<file path="config.mk">
export PLATFORM = sky130hd
export DESIGN_NAME = selector_sequencer
export DESIGN_NICKNAME = d
export VERILOG_FILES = /design/src/rtl/selector_pkg.sv /design/src/rtl/selector_sequencer_dwell.sv /design/src/rtl/selector_sequencer.sv
export SDC_FILE = /design/constraint.sdc
export NUM_CORES = 1
export LEC_CHECK = 0
export BUFFER_PORTS_ARGS = -buffer_cell sky130_fd_sc_hd__buf_4
export CORE_MARGIN = 3
export CORE_UTILIZATION = 52
export CTS_BUF_LIST = sky130_fd_sc_hd__clkbuf_8
export CTS_CLUSTER_DIAMETER = 30
export DETAILED_ROUTE_END_ITERATION = 6
export PLACE_DENSITY = 0.76
export SLEW_MARGIN = 10
export SYNTH_ARGS = -nofsm -noshare
export SYNTH_HDL_FRONTEND = slang
export SYNTH_SLANG_ARGS = --single-unit
</file>
<file path="constraint.sdc">
create_clock -name clk -period 2 [get_ports clk]
set_input_delay 0.1 -clock clk [delete_from_list [all_inputs] [get_ports clk]]
set_output_delay 0.1 -clock clk [all_outputs]
set_load 0.02 [all_outputs]
</file>
<file path="src/rtl/selector_pkg.sv">
// Shared types and constants for the display selector sequencer.
// Views, one-hot selector codes and phase encodings.
package selector_pkg;

    typedef enum logic [2:0] {
        ST_IDLE,
        ST_SHOW_A,
        ST_SHOW_B,
        ST_SHOW_OP,
        ST_SHOW_Y
    } state_t;

    localparam logic [3:0] SEL_A    = 4'b0001;
    localparam logic [3:0] SEL_B    = 4'b0010;
    localparam logic [3:0] SEL_Y    = 4'b0100;
    localparam logic [3:0] SEL_OP   = 4'b1000;
    localparam logic [3:0] SEL_NONE = 4'b0000;

    localparam logic [1:0] PH_A  = 2'd0;
    localparam logic [1:0] PH_B  = 2'd1;
    localparam logic [1:0] PH_OP = 2'd2;
    localparam logic [1:0] PH_Y  = 2'd3;

    function automatic logic [3:0] sel_of(input state_t s);
        logic [3:0] r;
        r = SEL_NONE;
        unique case (s)
            ST_SHOW_A:  r = SEL_A;
            ST_SHOW_B:  r = SEL_B;
            ST_SHOW_OP: r = SEL_OP;
            ST_SHOW_Y:  r = SEL_Y;
            default:    r = SEL_NONE;
        endcase
        return r;
    endfunction

    function automatic logic [1:0] phase_of(input state_t s);
        logic [1:0] r;
        r = PH_A;
        unique case (s)
            ST_SHOW_B:  r = PH_B;
            ST_SHOW_OP: r = PH_OP;
            ST_SHOW_Y:  r = PH_Y;
            default:    r = PH_A;
        endcase
        return r;
    endfunction

endpackage

</file>
<file path="src/rtl/selector_sequencer_dwell.sv">
// Dwell timer: counts cycles spent in one view.
// Clear has priority over increment; expire flags the last dwell cycle.
module dwell_counter #(
    parameter int DWELL = 16,
    parameter int CNT_W = $clog2(DWELL)
) (
    input  logic clk,
    input  logic rst,
    input  logic clear,
    input  logic inc,
    output logic expire
);

    localparam logic [CNT_W-1:0] LAST = CNT_W'(DWELL - 1);

    logic [CNT_W-1:0] count;

    // Counter register: clear wins over increment.
    always_ff @(posedge clk) begin
        if (rst) begin
            count <= '0;
        end else if (clear) begin
            count <= '0;
        end else if (inc) begin
            count <= count + CNT_W'(1);
        end
    end

    assign expire = (count == LAST);

endmodule

</file>
<file path="src/rtl/selector_sequencer.sv">
// Sequencer driving the one-hot display selector through A, B, OP, Y.
// Auto mode advances on dwell expiry, manual mode on step pulses.
module selector_sequencer
    import selector_pkg::*;
#(
    parameter int DWELL = 16,
    parameter int CNT_W = $clog2(DWELL)
) (
    input  logic       clk,
    input  logic       rst,
    input  logic       en,
    input  logic       mode,
    input  logic       step,
    input  logic       result_valid,
    output logic [3:0] select,
    output logic [1:0] phase,
    output logic       active,
    output logic       frame_done
);

    state_t state;
    state_t next_state;
    logic   mode_q;
    logic   expire;
    logic   advance;
    logic   clear;
    logic   inc;
    logic   wrap;

    dwell_counter #(
        .DWELL(DWELL),
        .CNT_W(CNT_W)
    ) u_dwell (
        .clk   (clk),
        .rst   (rst),
        .clear (clear),
        .inc   (inc),
        .expire(expire)
    );

    // Next-state and counter control, priority en > result_valid > advance.
    always_comb begin
        next_state = state;
        advance    = mode ? step : expire;
        clear      = 1'b0;
        inc        = 1'b0;
        wrap       = 1'b0;
        if (!en) begin
            next_state = ST_IDLE;
            clear      = 1'b1;
        end else if (state == ST_IDLE) begin
            next_state = ST_SHOW_A;
            clear      = 1'b1;
        end else if (result_valid) begin
            next_state = ST_SHOW_Y;
            clear      = 1'b1;
        end else if (advance) begin
            clear = 1'b1;
            unique case (state)
                ST_SHOW_A:  next_state = ST_SHOW_B;
                ST_SHOW_B:  next_state = ST_SHOW_OP;
                ST_SHOW_OP: next_state = ST_SHOW_Y;
                ST_SHOW_Y: begin
                    next_state = ST_SHOW_A;
                    wrap       = 1'b1;
                end
                default:    next_state = ST_IDLE;
            endcase
        end else begin
            clear = mode || (mode != mode_q);
            inc   = !mode;
        end
    end

    // State, mode history and registered output decode.
    always_ff @(posedge clk) begin
        if (rst) begin
            state      <= ST_IDLE;
            mode_q     <= 1'b0;
            select     <= SEL_NONE;
            phase      <= PH_A;
            active     <= 1'b0;
            frame_done <= 1'b0;
        end else begin
            state      <= next_state;
            mode_q     <= mode;
            select     <= sel_of(next_state);
            phase      <= phase_of(next_state);
            active     <= (next_state != ST_IDLE);
            frame_done <= wrap;
        end
    end

endmodule
</file>
==> metrics.txt <==
outcome complete, no violations; Synth Area in XOR/XNOR 0.0375; Die Wd 42.7 um; # rows 12; antenna violations before repair 0; ys flop type dfxtp_1; Mapped Nets 83; area share of the largest cell type after synthesis 0.457; placed inst area 803 um^2; largest family of logic cells by synthesized area simple AND/OR/NAND/NOR gates; post-synthesis cell type count 34; CP arrival 2.00 ns; total power 0.682 mW; DR DRC count 0; area of the die 1820 um^2; # IOs 14; Slew headroom 0.609; # H-tree levels 1; top cells by area, synth dfxtp_1 46%, nor3_1 4.3%, nor2_1 4.3%; CP delay by family, top simple AND/OR/NAND/NOR gates; final instance area 875 um^2; CP bufs+invs 0; Via density 5.91; top-count cell post-synth dfxtp_1; Crit. End Element flip-flop; WP data required 2.19 ns; RSZ-0062 raised after global routing no; WL final 1.46 mm; EDFF count, synth 0; Leak 0.364 nW; post-DP HPWL 1.01 mm; Port Buffers 13; pwr/cell area 779 nW/um^2; yosys synthesis warning count 0; share of cells above drive strength 1 0.297; FILL cells 92; largest net degree at the start of global routing 12; Tmin final 1.81 ns; top fanout value on the critical path 5; Compound-Gate Fraction of Synth Area 0.164; vias in the first global route 579; Clock transition at path regs 0.06 ns; drt first pass iters 5; Slew Viols, Final 0; Die H 42.7 um; register area share after synthesis 0.457; layout net count 99; Core ar. 1190 um^2; setup bufs post-CTS 0; Yosys top cell by area dfxtp_1; Setup Skew 0.00338 ns; Detail Route Antenna Nets 0; Adder-Cell Fraction of Synth Area 0.0179; fin crit share 0.904; post-route setup TNS 0 ns; grt ovf 0; async set-reset flop share out of synthesis 0; CTS tree yes; clock buffer depth 2; CP max stage delay 0.53 ns; gr usage total 0.174; first-iteration detailed-routing DRC count 18; cells after synthesis 76; Starting Density 0.591; first-pass GRT wire length 2.43 mm; Worst Max-Slew Pin Slew 0.578 ns; WL per Instance 13.9 um; Max Fclk 0.553 GHz; Post-Synth Simple-Gate Area 0.279; Root Driver clkbuf_8; RD Place Congestion 0.846; CTS Buf Count 3; Worst VDD drop 0.480 mV; Final setup viols 0; max-cap viol count 0; flops & latches, synth 16; clock sink total 16; clk_lat worst skew 0.25 ns; startpoint types flip-flop; routed vias 621; top cell types by occurrence after synthesis 16 x dfxtp_1, 8 x nor2_1, 6 x nor3_1, 5 x inv_1, 4 x nand2_1; Post-Syn Area per Cell 9.22 um^2; Setup CP Type reg2reg; antenna diode count 0; worst path cell trace ha_1, and4b_4, nor3_1, o311ai_1, and3_2; Hold Vio Cnt, Final 0; P&R area growth vs syn 24.8%; mux cell area share after synthesis 0; Hold WC Path Type in2reg; Critical Path Slowest Stage Cell o311ai_1; Mapped Area 701 um^2
registers in the layout, summed over array words and instances (netlist names):
register / cells
phase: 2
active: 1
mode_q: 1
select: 4
u_dwell.count: 4
state: 3
frame_done: 1
final timing paths:
kind,start,to,slack (ns),depth (start not counted)
max,u_dwell.count[0]$_SDFFE_PP0P_,select[2]$_SDFF_PP0_,0.19,5
min,rst,mode_q$_SDFF_PP0_,0.04,2
max reg2reg,u_dwell.count[0]$_SDFFE_PP0P_,select[2]$_SDFF_PP0_,0.19,5
min reg2reg,u_dwell.count[0]$_SDFFE_PP0P_,u_dwell.count[0]$_SDFFE_PP0P_,0.45,1
report_power, final:
part / internal, mW / switching, mW
clock: 0.175 / 0.110
sequential: 0.326 / 0.00529
combinational: 0.0295 / 0.0366
cells in the final DEF, fill, tap and decap left out, types with 2 or more instances in the layout:
| cell type | netlist | layout |
|---|---|---|
| nor3b_1 | 2 | 2 |
| a2111oi_2 | 0 | 2 |
| nor2_1 | 8 | 8 |
| inv_1 | 5 | 5 |
| a31oi_1 | 2 | 2 |
| clkbuf_8 | 0 | 4 |
| nand3_1 | 3 | 3 |
| nor3_1 | 6 | 6 |
| a21oi_1 | 2 | 2 |
| dfxtp_1 | 16 | 16 |
| xnor2_1 | 2 | 2 |
| buf_4 | 1 | 13 |
| or2_2 | 2 | 2 |
| nand2_1 | 4 | 4 |
routing by layer:
layer / share of wire / GRT usage / up-vias
met5: 0 / 0 / -
met4: 0.0048 / 0.112 / 0
met3: 0.077 / 0.0636 / 2
met2: 0.48 / 0.263 / 34
met1: 0.44 / 0.204 / 279
li1: - / - / 306
per-stage QoR:
stage | std cells | hold slack [ns] | utilization | setup slack (ns)
2_1_floorplan | 76 | 0.172 | - | 0.395
3_3_place_gp | 101 | 0.307 | 0.677 | 0.204
3_5_place_dp | 101 | 0.304 | 0.677 | 0.201
4_1_cts | 105 | 0.0384 | 0.724 | 0.170
5_1_grt | 105 | 0.0527 | 0.737 | 0.0165
6_report | 105 | 0.0444 | 0.737 | 0.192
repair_timing:
item | CTS | global route
resized for setup | 0 | 4
hold buffers | 0 | 0
endpoints found under the setup margin | 0 | 4
worst register-to-register path, cell delays in order (launching register included):
cell,delay (ns)
dfxtp_1,0.35
ha_1,0.23
and4b_4,0.29
nor3_1,0.06
o311ai_1,0.53
and3_2,0.28
cells by family (layout without fill, tap and decap cells):
logic type | after synthesis | in the layout
AOI/OAI and AO/OA | 15 | 15
DFF | 16 | 16
buffers and inverters | 7 | 22
and+or+nand+nor | 34 | 34
xor gates and xnor gates | 3 | 3
adders and majority gates | 1 | 1
final cells by class:
| cell class | instances | area (um^2) | area share |
|---|---|---|---|
| multi-input cells | 53 | 365 | 0.418 |
| flip-flops and latches | 16 | 320 | 0.366 |
| repair buffers | 13 | 97.6 | 0.112 |
| clock buffers | 4 | 55.1 | 0.0629 |
| inverters | 5 | 18.8 | 0.0215 |
| well taps | 14 | 17.5 | 0.0200 |
Power figures use the tool's default switching activity.
